## config.mk

```make
export PLATFORM = sky130hd
export DESIGN_NAME = ex_muldiv_flat
export DESIGN_NICKNAME = d
export VERILOG_FILES = /design/src/rtl/ex_muldiv_pkg.sv /design/src/rtl/ex_muldiv_if.sv /design/src/rtl/ex_muldiv_div_radix2.sv /design/src/rtl/ex_muldiv.sv /design/src/flat_wrapper.sv
export SDC_FILE = /design/constraint.sdc
export NUM_CORES = 2
export LEC_CHECK = 0
export BUFFER_PORTS_ARGS = -buffer_cell sky130_fd_sc_hd__buf_2
export CORE_ASPECT_RATIO = 0.9
export CORE_MARGIN = 2
export CORE_UTILIZATION = 60
export CTS_CLUSTER_SIZE = 10
export DETAILED_ROUTE_END_ITERATION = 7
export GPL_TIMING_DRIVEN = 0
export PLACE_DENSITY = 0.79
export SYNTH_ARGS = -nofsm -noshare
export SYNTH_HDL_FRONTEND = slang
export SYNTH_SLANG_ARGS = --single-unit
```

## constraint.sdc

```tcl
create_clock -name clk -period 9.5 [get_ports clk]
set_clock_uncertainty 0.1 [all_clocks]
set_input_delay 1.9 -clock clk [delete_from_list [all_inputs] [get_ports clk]]
set_output_delay 1.9 -clock clk [all_outputs]
set_load 0.01 [all_outputs]
```

## src/rtl/ex_muldiv_pkg.sv

```systemverilog
// Shared types and constants for the EX-stage multiply/divide unit.
package ex_muldiv_pkg;

    localparam int unsigned XLEN         = 32;
    localparam int unsigned MD_DIV_STEPS = 32;
    localparam int unsigned MD_CNT_W     = $clog2(MD_DIV_STEPS);

    // Bit indices into ex_hilowen / ex_hiloren
    localparam int unsigned HILO_HI = 1;
    localparam int unsigned HILO_LO = 0;

    typedef enum logic [1:0] {
        MD_IDLE = 2'd0,
        MD_MUL  = 2'd1,
        MD_DIV  = 2'd2,
        MD_DONE = 2'd3
    } md_state_e;

    // Context of the operation in flight, used for the DONE write-back
    typedef struct packed {
        logic is_div;
        logic a_neg;
        logic b_neg;
    } md_op_t;

    function automatic logic [XLEN-1:0] neg_if(input logic cond, input logic [XLEN-1:0] v);
        return cond ? ((~v) + XLEN'(1)) : v;
    endfunction

endpackage

```

## src/rtl/ex_muldiv_if.sv

```systemverilog
// ID/EX-side bus of the multiply/divide unit.
interface ex_muldiv_if;
    import ex_muldiv_pkg::*;

    logic            flush;
    logic            ex_mult;
    logic            ex_div;
    logic            ex_mdsign;
    logic [1:0]      ex_hilowen;
    logic [1:0]      ex_hiloren;
    logic [XLEN-1:0] ex_A;
    logic [XLEN-1:0] ex_B;
    logic            md_stall;
    logic            md_busy;
    logic [XLEN-1:0] hi;
    logic [XLEN-1:0] lo;
    logic [XLEN-1:0] md_rdata;

    modport master (
        output flush, ex_mult, ex_div, ex_mdsign, ex_hilowen, ex_hiloren, ex_A, ex_B,
        input  md_stall, md_busy, hi, lo, md_rdata
    );

    modport slave (
        input  flush, ex_mult, ex_div, ex_mdsign, ex_hilowen, ex_hiloren, ex_A, ex_B,
        output md_stall, md_busy, hi, lo, md_rdata
    );

endinterface

```

## src/rtl/ex_muldiv_div_radix2.sv

```systemverilog
// Iterative radix-2 restoring divider on unsigned magnitudes; one quotient bit per step.
module ex_muldiv_div_radix2
    import ex_muldiv_pkg::*;
(
    input  logic            clk,
    input  logic            resetn,
    input  logic            start,
    input  logic            step,
    input  logic [XLEN-1:0] dividend,
    input  logic [XLEN-1:0] divisor,
    output logic [XLEN-1:0] quot,
    output logic [XLEN-1:0] rem,
    output logic            done_c
);

    logic [2*XLEN-1:0]   rq_q;
    logic [2*XLEN-1:0]   rq_d;
    logic [XLEN-1:0]     dvs_q;
    logic [MD_CNT_W-1:0] cnt_q;
    logic [XLEN:0]       part;
    logic [XLEN-1:0]     diff;
    logic                ge;

    // Shifted partial remainder fits in XLEN+1 bits; the restored result fits in XLEN
    always_comb begin
        part = rq_q[2*XLEN-1:XLEN-1];
        ge   = (part >= {1'b0, dvs_q});
        diff = XLEN'(part - {1'b0, dvs_q});
        if (ge) begin
            rq_d = {diff, rq_q[XLEN-2:0], 1'b1};
        end else begin
            rq_d = {rq_q[2*XLEN-2:0], 1'b0};
        end
    end

    always_ff @(posedge clk) begin
        if (!resetn) begin
            rq_q  <= '0;
            dvs_q <= '0;
            cnt_q <= '0;
        end else if (start) begin
            rq_q  <= {XLEN'(0), dividend};
            dvs_q <= divisor;
            cnt_q <= '0;
        end else if (step) begin
            rq_q  <= rq_d;
            cnt_q <= cnt_q + MD_CNT_W'(1);
        end
    end

    assign done_c = step && (cnt_q == MD_CNT_W'(MD_DIV_STEPS - 1));
    assign quot   = rq_q[XLEN-1:0];
    assign rem    = rq_q[2*XLEN-1:XLEN];

endmodule

```

## src/rtl/ex_muldiv.sv

```systemverilog
// EX-stage multiply/divide unit: FSM, multiplier, divide sign fixup, HI/LO and pipeline stall.
module ex_muldiv
    import ex_muldiv_pkg::*;
(
    input  logic        clk,
    input  logic        resetn,
    ex_muldiv_if.slave  md
);

    md_state_e         state_q, state_d;
    md_op_t            op_q;
    logic [XLEN:0]     ma_q, mb_q;
    logic [2*XLEN-1:0] prod_q;
    logic [2*XLEN-1:0] prod_c;
    logic [XLEN-1:0]   hi_q, lo_q;
    logic              busy_q;

    logic              load_mul, load_div, div_step, write_res, write_mt, md_stall_c;
    logic              div_done_c;
    logic              a_neg, b_neg;
    logic [XLEN-1:0]   a_mag, b_mag, quot, rem, q_fix, r_fix;

    assign a_neg = md.ex_mdsign & md.ex_A[XLEN-1];
    assign b_neg = md.ex_mdsign & md.ex_B[XLEN-1];
    assign a_mag = neg_if(a_neg, md.ex_A);
    assign b_mag = neg_if(b_neg, md.ex_B);

    // Low 64 bits of the product of the sign-extended operands equal the signed/unsigned product
    assign prod_c = {{(XLEN-1){ma_q[XLEN]}}, ma_q} * {{(XLEN-1){mb_q[XLEN]}}, mb_q};

    assign q_fix = neg_if(op_q.a_neg ^ op_q.b_neg, quot);
    assign r_fix = neg_if(op_q.a_neg, rem);

    ex_muldiv_div_radix2 u_div (
        .clk      (clk),
        .resetn   (resetn),
        .start    (load_div),
        .step     (div_step),
        .dividend (a_mag),
        .divisor  (b_mag),
        .quot     (quot),
        .rem      (rem),
        .done_c   (div_done_c)
    );

    always_ff @(posedge clk) begin
        if (!resetn) begin
            state_q <= MD_IDLE;
        end else begin
            state_q <= state_d;
        end
    end

    // Next state and control strobes; flush always returns to IDLE and drops the stall
    always_comb begin
        state_d    = state_q;
        load_mul   = 1'b0;
        load_div   = 1'b0;
        div_step   = 1'b0;
        write_res  = 1'b0;
        write_mt   = 1'b0;
        md_stall_c = 1'b0;
        unique case (state_q)
            MD_IDLE: begin
                if (!md.flush) begin
                    if (md.ex_div) begin
                        load_div   = 1'b1;
                        md_stall_c = 1'b1;
                        state_d    = MD_DIV;
                    end else if (md.ex_mult) begin
                        load_mul   = 1'b1;
                        md_stall_c = 1'b1;
                        state_d    = MD_MUL;
                    end else if (md.ex_hilowen != 2'b00) begin
                        write_mt   = 1'b1;
                    end
                end
            end
            MD_MUL: begin
                if (md.flush) begin
                    state_d    = MD_IDLE;
                end else begin
                    md_stall_c = 1'b1;
                    state_d    = MD_DONE;
                end
            end
            MD_DIV: begin
                if (md.flush) begin
                    state_d    = MD_IDLE;
                end else begin
                    md_stall_c = 1'b1;
                    div_step   = 1'b1;
                    if (div_done_c) begin
                        state_d = MD_DONE;
                    end
                end
            end
            MD_DONE: begin
                state_d   = MD_IDLE;
                write_res = !md.flush;
            end
            default: state_d = MD_IDLE;
        endcase
    end

    // Operand capture, product register and HI/LO write-back
    always_ff @(posedge clk) begin
        if (!resetn) begin
            op_q   <= '0;
            ma_q   <= '0;
            mb_q   <= '0;
            prod_q <= '0;
            hi_q   <= '0;
            lo_q   <= '0;
            busy_q <= 1'b0;
        end else begin
            busy_q <= (state_d != MD_IDLE);
            if (load_mul) begin
                ma_q   <= {md.ex_mdsign & md.ex_A[XLEN-1], md.ex_A};
                mb_q   <= {md.ex_mdsign & md.ex_B[XLEN-1], md.ex_B};
                op_q   <= '{is_div: 1'b0, a_neg: 1'b0, b_neg: 1'b0};
            end
            if (load_div) begin
                op_q   <= '{is_div: 1'b1, a_neg: a_neg, b_neg: b_neg};
            end
            if ((state_q == MD_MUL) && !md.flush) begin
                prod_q <= prod_c;
            end
            if (write_res) begin
                if (op_q.is_div) begin
                    hi_q <= r_fix;
                    lo_q <= q_fix;
                end else begin
                    hi_q <= prod_q[2*XLEN-1:XLEN];
                    lo_q <= prod_q[XLEN-1:0];
                end
            end
            if (write_mt) begin
                if (md.ex_hilowen[HILO_HI]) hi_q <= md.ex_A;
                if (md.ex_hilowen[HILO_LO]) lo_q <= md.ex_A;
            end
        end
    end

    assign md.md_stall = md_stall_c;
    assign md.md_busy  = busy_q;
    assign md.hi       = hi_q;
    assign md.lo       = lo_q;
    assign md.md_rdata = md.ex_hiloren[HILO_HI] ? hi_q :
                         (md.ex_hiloren[HILO_LO] ? lo_q : '0);

endmodule

```

## src/flat_wrapper.sv

```systemverilog
// flat-port wrapper written by rule: the top's interface ports become plain ports
module ex_muldiv_flat import ex_muldiv_pkg::*;
  (clk, resetn, md_flush, md_ex_mult, md_ex_div, md_ex_mdsign, md_ex_hilowen, md_ex_hiloren, md_ex_A, md_ex_B, md_md_stall, md_md_busy, md_hi, md_lo, md_md_rdata);
  ex_muldiv_if md_i ();
  input  logic clk;
  input  logic resetn;
  input wire logic [$bits(md_i.flush)-1:0] md_flush;
  input wire logic [$bits(md_i.ex_mult)-1:0] md_ex_mult;
  input wire logic [$bits(md_i.ex_div)-1:0] md_ex_div;
  input wire logic [$bits(md_i.ex_mdsign)-1:0] md_ex_mdsign;
  input wire logic [$bits(md_i.ex_hilowen)-1:0] md_ex_hilowen;
  input wire logic [$bits(md_i.ex_hiloren)-1:0] md_ex_hiloren;
  input wire logic [$bits(md_i.ex_A)-1:0] md_ex_A;
  input wire logic [$bits(md_i.ex_B)-1:0] md_ex_B;
  output wire logic [$bits(md_i.md_stall)-1:0] md_md_stall;
  output wire logic [$bits(md_i.md_busy)-1:0] md_md_busy;
  output wire logic [$bits(md_i.hi)-1:0] md_hi;
  output wire logic [$bits(md_i.lo)-1:0] md_lo;
  output wire logic [$bits(md_i.md_rdata)-1:0] md_md_rdata;
  assign md_i.flush = md_flush;
  assign md_i.ex_mult = md_ex_mult;
  assign md_i.ex_div = md_ex_div;
  assign md_i.ex_mdsign = md_ex_mdsign;
  assign md_i.ex_hilowen = md_ex_hilowen;
  assign md_i.ex_hiloren = md_ex_hiloren;
  assign md_i.ex_A = md_ex_A;
  assign md_i.ex_B = md_ex_B;
  assign md_md_stall = md_i.md_stall;
  assign md_md_busy = md_i.md_busy;
  assign md_hi = md_i.hi;
  assign md_lo = md_i.lo;
  assign md_md_rdata = md_i.md_rdata;
  ex_muldiv u_core (.clk(clk), .resetn(resetn), .md(md_i));
endmodule
```

==> results.sh <==
export IMPL_drc=0
export IMPL_worst_slew_pin_slew_ps=1210
export IMPL_critPathSlowestCell="dfxtp_1"
export IMPL_p_comb_frac=0.336
export IMPL_viasPerCell=6.25
export IMPL_max_stage_delay_ps=800
export IMPL_synth_distinct_cells=73
export IMPL_synth_top_flop_cell="dfxtp_1"
export IMPL_hold_buffers=0
export IMPL_timing_setup_tns_ps=0
export IMPL_maxCapViolations=0
export IMPL_end_kind="flip-flop"
export IMPL_dieHeight_um=291
export IMPL_criticalPathCategory="flip-flop to flip-flop"
export IMPL_path_buf_inv=8
export IMPL_clock_root_buffer="clkbuf_16"
export IMPL_crit_family="adder cells"
export IMPL_postSynthCellCount=6377
export IMPL_clockBufferDepth=3
export IMPL_start_util=0.604
export IMPL_dr_pass1_iters=8
export IMPL_clk_latency_ps=560
export IMPL_num_rows=105
export IMPL_syn_to_final_growth_pct=6.88
export IMPL_grt_usage=0.490
export IMPL_cts_buffers=36
export IMPL_clkSinkCount=301
export IMPL_gr_total_overflow=0
export IMPL_switchingPower_mw=1.68
export IMPL_cp_common_cell="fa_1"
export IMPL_fin_util=0.646
export IMPL_finalNetCount=8029
export IMPL_grt_pass1_vias=48400
export IMPL_synth_nets=7832
export IMPL_drive_above_1_share=0.0584
export IMPL_setup_violations=0
export IMPL_peakVddDrop_mv=0.121
export IMPL_top_usage_layer="met2"
export IMPL_grt_use_met3=0.237
export IMPL_worstPathRequired_ps=9810
export IMPL_setup_slack_ps=77.6
export IMPL_ys_ff_latch=301
export IMPL_min_path_type="flip-flop to flip-flop"
export IMPL_post_drt_wl_per_cell_um=29.1
export IMPL_place_gp_congestion=1.11
export IMPL_cp_arrival_ps=9740
export IMPL_grtUsageMet1=0.653
export IMPL_fmax_mhz=106
export IMPL_io_pins=172
export IMPL_relSlewSlack=0.192
export IMPL_hold_viol=0
export IMPL_powerDensity_mw_per_mm2=70.9
export IMPL_critPathMaxFanout=10
export IMPL_n_fill_cell=7953
export IMPL_period_share=0.992
export IMPL_place_ws_ps=-1270
export IMPL_fin_crit_ps=9420
export IMPL_core_area_sq_mm=0.0910
export IMPL_die_w_um=323
export IMPL_synth_edff_count=0
export IMPL_p_sw_frac=0.403
export IMPL_p_int_mw=2.49
export IMPL_grt_pass1_wl_mm=327
export IMPL_postSynthAreaPerCell_sq_um=8.62
export IMPL_gr_usage_met2=0.656
export IMPL_drtIter0Drc=6400
export IMPL_cts_htree_levels=2
export IMPL_ant_nets=0
export IMPL_pwr_share_clk=0.317
export IMPL_seqPwrFrac=0.347
export IMPL_vias=49100
export IMPL_grt_max_degree=25
export IMPL_status="finished, final reports clean"
export IMPL_startpoint_type="flip-flop"
export IMPL_dpl_hpwl_mm=187
export IMPL_syn_area_sq_mm=0.0550
export IMPL_drt_total_wl_mm=229
export IMPL_synth_yosys_seq_area_share=0.110
export IMPL_cts_tree="done"
export IMPL_ys_warnings_count=0
export IMPL_portBuffers=161
export IMPL_async_flop_share=0
export IMPL_dieArea_sq_mm=0.0941
export IMPL_drv_slew=0
export IMPL_clk_pin_slew_ps=60
export IMPL_power_leakage_nw=28.5
export IMPL_antenna_found_initial=35
per-stage QoR:
| stage | instances | power, mW | instance area [sq um] | hold slack (ps) |
|---|---|---|---|---|
| global route | 7816 | 4.27 | 58700 | 375 |
| global placement | 7768 | 2.76 | 57300 | 339 |
| finish | 7862 | 4.17 | 58800 | 355 |
| CTS | 7809 | 4.06 | 58500 | 354 |
| detailed placement | 7768 | 2.78 | 57300 | 346 |
| floorplan | 6377 | 2.24 | 55000 | 329 |
flip-flops by register name (all words and copies together) (netlist names):
name,cells
u_core.u_div.dvs_q,32
u_core.state_q,2
u_core.md.hi,32
u_core.md.md_busy,1
u_core.ma_q,33
u_core.u_div.cnt_q,5
u_core.u_div.rq_q,64
u_core.op_q,3
u_core.prod_q,64
u_core.md.lo,32
u_core.mb_q,33
cells in the mapped netlist, drive strengths merged (15+ instances only):
| cell | instances | area [sq um] |
|---|---|---|
| inv | 1173 | 4400 |
| or4 | 15 | 120 |
| and3 | 22 | 138 |
| ha | 255 | 3190 |
| a21oi | 298 | 1500 |
| a22o | 31 | 272 |
| xnor2 | 126 | 1100 |
| nor2b | 42 | 263 |
| xor2 | 86 | 753 |
| or3 | 19 | 119 |
| o21ai | 105 | 526 |
| dfxtp | 301 | 6030 |
| mux2i | 28 | 280 |
| nand4 | 23 | 150 |
| fa | 1126 | 22500 |
| nand2b | 21 | 131 |
| nand3 | 45 | 225 |
| o21bai | 19 | 143 |
| a21o | 40 | 302 |
| nand2 | 931 | 3490 |
| a211oi | 158 | 1190 |
| o31ai | 27 | 218 |
| o21a | 20 | 150 |
| nor4 | 21 | 138 |
| buf | 32 | 140 |
| a311oi | 40 | 350 |
| nor2 | 268 | 1010 |
| clkbuf | 362 | 1360 |
| o211ai | 28 | 210 |
| and2 | 547 | 3420 |
| nor3 | 75 | 375 |
| a31oi | 21 | 131 |
logic make-up (layout without fill, tap and decap cells):
logic type,count (synthesis),after routing,share of synthesized area
and+or+nand+nor,2051,2051,0.177
buffers and inverters,1567,1768,0.107
adders and majority gates,1381,1381,0.468
AOI/OAI and AO/OA,836,836,0.0988
DFF,301,301,0.110
xor gates and xnor gates,212,212,0.0338
muxes,29,29,0.00530
other,0,54,0
layout make-up:
class | count | area (sq um) | area share
tap | 1230 | 1540 | 0.0262
sequential | 301 | 6040 | 0.103
multi-input combinational | 4509 | 43100 | 0.733
timing repair buffer | 165 | 848 | 0.0144
clock buffer | 37 | 905 | 0.0154
antenna | 54 | 135 | 0.00230
buffer | 388 | 1680 | 0.0286
clock inverter | 5 | 109 | 0.00185
inverter | 1173 | 4410 | 0.0750
path summary, 6_finish.rpt:
path	from	end	slack [ps]	cells after the start
max	u_core.mb_q[4]$_SDFFE_PN0P_	u_core.prod_q[58]$_SDFFE_PN0P_	80	28
min	u_core.prod_q[15]$_SDFFE_PN0P_	u_core.prod_q[15]$_SDFFE_PN0P_	360	2
max reg2reg	u_core.mb_q[4]$_SDFFE_PN0P_	u_core.prod_q[58]$_SDFFE_PN0P_	80	28
min reg2reg	u_core.prod_q[15]$_SDFFE_PN0P_	u_core.prod_q[15]$_SDFFE_PN0P_	360	2
layer usage:
metal  part of all wire  up-vias
li1                   -    20000
met1               0.37    24300
met2               0.39     3888
met3               0.17      877
met4              0.064       14
met5            0.00085        -
cells in the final DEF, fill, tap and decap left out, types with 17 or more instances in the layout:
cell type,count
a311oi_1,40
a31oi_1,20
nor3_1,75
clkbuf_4,17
and3_1,22
xnor2_1,126
o21bai_1,19
nand2_1,931
nand3_1,45
nor2b_1,42
buf_2,180
o21a_1,20
nor4_1,19
clkbuf_16,36
o211ai_1,28
buf_1,18
a21o_1,39
xor2_1,86
clkbuf_1,240
clkbuf_2,91
or3_1,19
inv_1,1172
nand4_1,22
nor2_1,268
nand2b_1,21
o31ai_1,24
a211oi_1,157
ha_1,255
o21ai_0,104
and2_1,547
diode_2,54
a21oi_1,296
a22o_1,31
mux2i_1,28
dfxtp_1,287
fa_1,1123
power by group through the flow:
stage	Combinational (mW)	Sequential (mW)	Clock, mW
2_1_floorplan	0.833	1.40	0
3_3_place_gp	1.31	1.46	0
3_5_place_dp	1.32	1.46	0
4_1_cts	1.33	1.43	1.30
5_1_grt	1.47	1.44	1.35
6_report	1.40	1.45	1.32
worst reg2reg max path: cells and delay by family, from the launching register on:
family / cells / cell delay [ps]
flops: 1 / 800
xor+xnor: 1 / 380
fa+ha+maj: 9 / 4300
buf+inv: 8 / 1200
compound gates: 7 / 1800
simple gates: 3 / 690
what timing repair did:
| action | 4_1_cts | 5_1_grt |
|---|---|---|
| pin swaps | 0 | 2 |
| setup buffers | 0 | 4 |
| endpoints found under the setup margin | 22 | 18 |
| gates resized for setup | 67 | 226 |
| endpoints found under the hold margin | 0 | 0 |
(Power assumes the default switching activity.)
